--- config.mk ---
export PLATFORM = sky130hd
export DESIGN_NAME = tie_value_bank
export DESIGN_NICKNAME = d
export VERILOG_FILES = /design/src/rtl/tie_value_bank.sv
export SDC_FILE = /design/constraint.sdc
export NUM_CORES = 1
export LEC_CHECK = 0
export CAP_MARGIN = 20
export CORE_MARGIN = 8
export CORE_UTILIZATION = 49
export DETAILED_ROUTE_END_ITERATION = 6
export PLACE_DENSITY = 0.86
export SLEW_MARGIN = 0
export SYNTH_ARGS = -nofsm -noshare
export SYNTH_HDL_FRONTEND = slang
export SYNTH_SLANG_ARGS = --single-unit
export TNS_END_PERCENT = 5
--- constraint.sdc ---
create_clock -name clk -period 2.6 [get_ports clk]
set_input_delay 0.65 -clock clk [delete_from_list [all_inputs] [get_ports clk]]
set_output_delay 0.65 -clock clk [all_outputs]
set_load 0.02 [all_outputs]
--- src/rtl/tie_value_bank.sv ---
`default_nettype none
//==============================================================================
// Module      : tie_value_bank
// Description : Register-based bank of WIDTH tie-off constants. A shadow
//               register is loaded by masked parallel writes or by a scan
//               chain. An apply strobe copies a snapshot of the shadow into
//               the active register after APPLY_LATENCY cycles. A sticky lock
//               freezes functional updates until reset.
//
// Ports       : clk      - clock, all state updates on its rising edge
//               rst      - synchronous active-high reset
//               se       - scan enable (shadow becomes a shift register)
//               si       - scan serial in
//               so       - scan serial out (shadow MSB)
//               wr_en    - parallel write strobe
//               wr_data  - parallel write data
//               wr_mask  - per-bit write enable
//               apply    - request shadow -> active copy
//               lock     - set sticky lock
//               tie_out  - tie values (active register)
//               busy     - apply in flight
//               dirty    - registered shadow != active flag
//               locked   - lock state
//
// Revision    : 1.0 - initial release
//==============================================================================
module tie_value_bank #(
    parameter int               WIDTH         = 8,
    parameter logic [WIDTH-1:0] RESET_VALUE   = WIDTH'(8'hA5),
    parameter int               APPLY_LATENCY = 2
) (
    input  logic             clk,
    input  logic             rst,
    input  logic             se,
    input  logic             si,
    output logic             so,
    input  logic             wr_en,
    input  logic [WIDTH-1:0] wr_data,
    input  logic [WIDTH-1:0] wr_mask,
    input  logic             apply,
    input  logic             lock,
    output logic [WIDTH-1:0] tie_out,
    output logic             busy,
    output logic             dirty,
    output logic             locked
);

    localparam logic [3:0] c_cnt_load = 4'(APPLY_LATENCY - 1);

    logic [WIDTH-1:0] r_shadow;
    logic [WIDTH-1:0] r_active;
    logic [WIDTH-1:0] r_snapshot;
    logic [3:0]       r_cnt;
    logic             r_busy;
    logic             r_dirty;
    logic             r_locked;

    logic [WIDTH-1:0] w_shift;
    logic [WIDTH-1:0] w_shadow_next;
    logic [WIDTH-1:0] w_active_next;
    logic [WIDTH-1:0] w_snapshot_next;
    logic [3:0]       w_cnt_next;
    logic             w_busy_next;
    logic             w_accept;
    logic             w_complete;

    // Scan shift value; a one-bit bank simply loads si.
    generate
        if (WIDTH == 1) begin : g_shift_w1
            assign w_shift = si;
        end else begin : g_shift_wn
            assign w_shift = {r_shadow[WIDTH-2:0], si};
        end
    endgenerate

    // Apply acceptance uses registered busy/locked, so an apply in the cycle
    // busy falls, or in the cycle lock is first raised, sees the old state.
    assign w_accept   = !se && apply && !r_locked && !r_busy;
    assign w_complete = r_busy && (r_cnt == 4'd0);

    always_comb begin
        w_shadow_next = r_shadow;
        if (se) begin
            w_shadow_next = w_shift;
        end else if (wr_en && !r_locked) begin
            w_shadow_next = (r_shadow & ~wr_mask) | (wr_data & wr_mask);
        end
    end

    always_comb begin
        w_active_next   = r_active;
        w_snapshot_next = r_snapshot;
        w_cnt_next      = r_cnt;
        w_busy_next     = r_busy;
        if (w_accept) begin
            // Snapshot is the pre-write shadow; a same-cycle write lands
            // only in the shadow.
            w_snapshot_next = r_shadow;
            w_cnt_next      = c_cnt_load;
            w_busy_next     = 1'b1;
        end else if (w_complete) begin
            w_active_next   = r_snapshot;
            w_busy_next     = 1'b0;
        end else if (r_busy) begin
            w_cnt_next      = r_cnt - 4'd1;
        end
    end

    always_ff @(posedge clk) begin
        if (rst) begin
            r_shadow   <= RESET_VALUE;
            r_active   <= RESET_VALUE;
            r_snapshot <= RESET_VALUE;
            r_cnt      <= 4'd0;
            r_busy     <= 1'b0;
            r_dirty    <= 1'b0;
            r_locked   <= 1'b0;
        end else begin
            r_shadow   <= w_shadow_next;
            r_active   <= w_active_next;
            r_snapshot <= w_snapshot_next;
            r_cnt      <= w_cnt_next;
            r_busy     <= w_busy_next;
            r_dirty    <= (w_shadow_next != w_active_next);
            r_locked   <= r_locked | lock;
        end
    end

    assign so      = r_shadow[WIDTH-1];
    assign tie_out = r_active;
    assign busy    = r_busy;
    assign dirty   = r_dirty;
    assign locked  = r_locked;

endmodule
`default_nettype wire

==> flow_summary.ini <==
[floorplan]
num_rows = 20
floorplan.die_area_um2 = 5200
initial_utilization = 0.510
num_io_pins = 35
die_w_um = 72.1
die_height_um = 72.1
core_um2 = 3030

[cts]
clk_pin_slew_ns = 0.10
cts_tree = yes
cts_repair_resize_count = 0
htreeDepth = 2
clock_tree.buffer_depth = 2
cts_root_buffer = clkbuf_4
tritoncts.num_buffers = 5
insertion_delay_ns = 0.34
cts_hold_buffers = 0
cts.sinks = 31
post_cts.repair.setup_buffers = 0

[synth]
synth_area_um2 = 1540
synth_enable_flop_cells = 0
synth_top_family_by_area = simple AND/OR/NAND/NOR gates
synthDistinctLibCells = 32
synthArstFlopShare = 0
mux_share_of_post_synthesis_cell_area = 0.118
number_of_register_bits_inferred_by_synthesis = 31
post_synth_xor_area_fraction = 0.0170
synth_sequential_area_ratio = 0.402
post_synth_fa_ha_maj_area_fraction = 0.0162
synth.avg_cell_area_um2 = 9.02
synth_ff_type = dfxtp_1
synth-simple-area-share = 0.283
synth_compound_gate_area_share = 0.122
netlist_instances = 171
yosys_warnings = 0
synth_nets = 196

[detailed_routing]
detailedRoute.firstPassIterationCount = 6
route.antenna.remaining_nets = 0
remaining_drc_errors = 0
vias_per_cell = 5.43
via_count = 1369
post_drt_wl_per_cell_um = 15.8
totalWireLength_mm = 3.97
drt-initial-drc-count = 95

[timing]
timing.final.setup_violations = 0
report.final.slew_viol_count = 0
layout_worst_path_cycle_share = 0.932
worst_clock_skew_ns = 0.0103
rsz0062_at_grt = no
post-route-min-period_ns = 2.42
setup_tns_ns = 0
finalHoldViolations = 0
slew_at_the_pin_with_the_worst_max_slew_slack_ns = 0.651
timing.fmax_mhz = 412
relSlewSlack = 0.562

[placement]
place.gp.congestion = 0.846
dp.final_hpwl_mm = 2.95
port_buffers = 34

[pwr]
power_per_cell_area_nw_per_um2 = 510
p_leak_uw = 0.000827
vdd_ir_drop_max_mv = 0.323
power.total_uw = 1020

[worst_setup_path]
worst-endpoint-required_ns = 2.80
worstSetupStartpointType = flop
endpoint_kind = flop
worst_setup_path_endpoint = dirty
cp_data_arrival_time_ns = 2.63
worstReg2RegEnd = dirty
critical_path.max_fanout = 6
worst-r2r-setup-slack_ns = 0.18
critical_path.startpoint = r_cnt[0]
worst-setup-path-type = reg2reg
worstRegToRegCells = 8
worstReg2RegStart = r_cnt[0]

[final_layout]
synthesis_to_layout_area_growth_pct = 30.0
mostFrequentLayoutCells = clkdlybuf4s50_1, dfxtp_1, nand2_1, mux2i_1, nand3_1
mostFrequentLayoutCell = clkdlybuf4s50_1
layout-drive-gt1-share = 0.0865
insertedDiodeCount = 0
finalNetCount = 232

[status]
run_status = finished clean

[grt]
track_usage = 0.156
grt_max_degree = 30
wire_length_of_the_first_global_routing_pass_mm = 6.33
first_global_vias = 1393
grt-ovfl-total = 0
number_of_antenna_violations_at_the_first_check_in_global_routing = 0

[job]
drv.max_cap_violation_count = 0

[min_path]
min-delay-path-class = reg2reg
==> power by group <==
part           total, µW  switching (µW)  internal [µW]
clock                320             161            159
combinational        186            85.8            100
sequential           518            19.8            498
total               1020             266            757
==> synthesized netlist by cell type, types with 4 or more instances <==
| library cell | count | area share |
|---|---|---|
| and2_1 | 4 | 0.016 |
| dfxtp_1 | 31 | 0.40 |
| mux2_2 | 4 | 0.029 |
| mux2i_1 | 10 | 0.065 |
| nor4_1 | 5 | 0.020 |
| nor2b_1 | 8 | 0.032 |
| nand3_1 | 9 | 0.029 |
| o211a_1 | 8 | 0.052 |
| nor2_1 | 8 | 0.019 |
| nand2b_1 | 5 | 0.020 |
| nand3b_1 | 8 | 0.039 |
| a211oi_1 | 4 | 0.019 |
| clkbuf_1 | 5 | 0.012 |
| a21oi_1 | 8 | 0.026 |
| inv_1 | 5 | 0.012 |
| nand2_1 | 24 | 0.058 |
==> critical path, cell delays in order, from the launching register on <==
cell and delay (ns):
dfxtp_1 0.33, inv_1 0.12, ha_1 0.18, and4bb_1 0.50, buf_4 0.24, mux2i_1 0.30
a211oi_1 0.10, nor4_1 0.36, a41oi_1 0.15
==> kinds of logic after synthesis <==
group | Yosys count
xor+xnor | 3
mux | 16
buf+inv | 14
fa+ha+maj | 2
compound gates | 25
simple gates | 80
flops | 31
==> worst min-delay path by stage <==
stage,from,to,slack (ns),depth (start not counted)
detailed placement,r_snapshot[4],r_snapshot[4],0.46,2
floorplan,r_snapshot[1],r_snapshot[1],0.44,2
global route,r_shadow[1],r_snapshot[1],0.47,2
global placement,r_snapshot[1],r_snapshot[1],0.44,2
CTS,r_snapshot[4],r_snapshot[4],0.47,2
finish,r_snapshot[4],r_snapshot[4],0.46,2
==> final cells by class <==
type / instances / area [µm²]
clock buffers: 8 / 68.8
inverters: 5 / 18.8
multi-input cells: 126 / 860
flip-flops and latches: 31 / 621
repair buffers: 38 / 383
fillers: 256 / 1020
well taps: 44 / 55.1
==> registers in the layout, indices dropped and copies added, names as in the netlist <==
register / count
busy: 1
r_shadow: 8
r_cnt: 4
locked: 1
tie_out: 8
dirty: 1
r_snapshot: 8
==> through the flow <==
step	area (µm²)	util	setup slack [ns]	hold WS, ns	instances
5_1_grt	2010	0.662	0.0892	0.475	252
3_3_place_gp	1940	0.640	0.246	0.444	244
4_1_cts	2010	0.662	0.263	0.468	252
3_5_place_dp	1940	0.640	0.197	0.456	244
6_report	2010	0.662	0.176	0.463	252
2_1_floorplan	1540	-	0.685	0.436	171
==> per-layer routing <==
layer / wire (µm) / global-route usage / part of all wire
met1: 1610 / 0.170 / 0.41
met2: 1910 / 0.249 / 0.48
met3: 344 / 0.0551 / 0.087
met4: 102 / 0.102 / 0.026
met5: 0 / 0 / 0
Note: power is estimated with default switching activity, not from simulation.
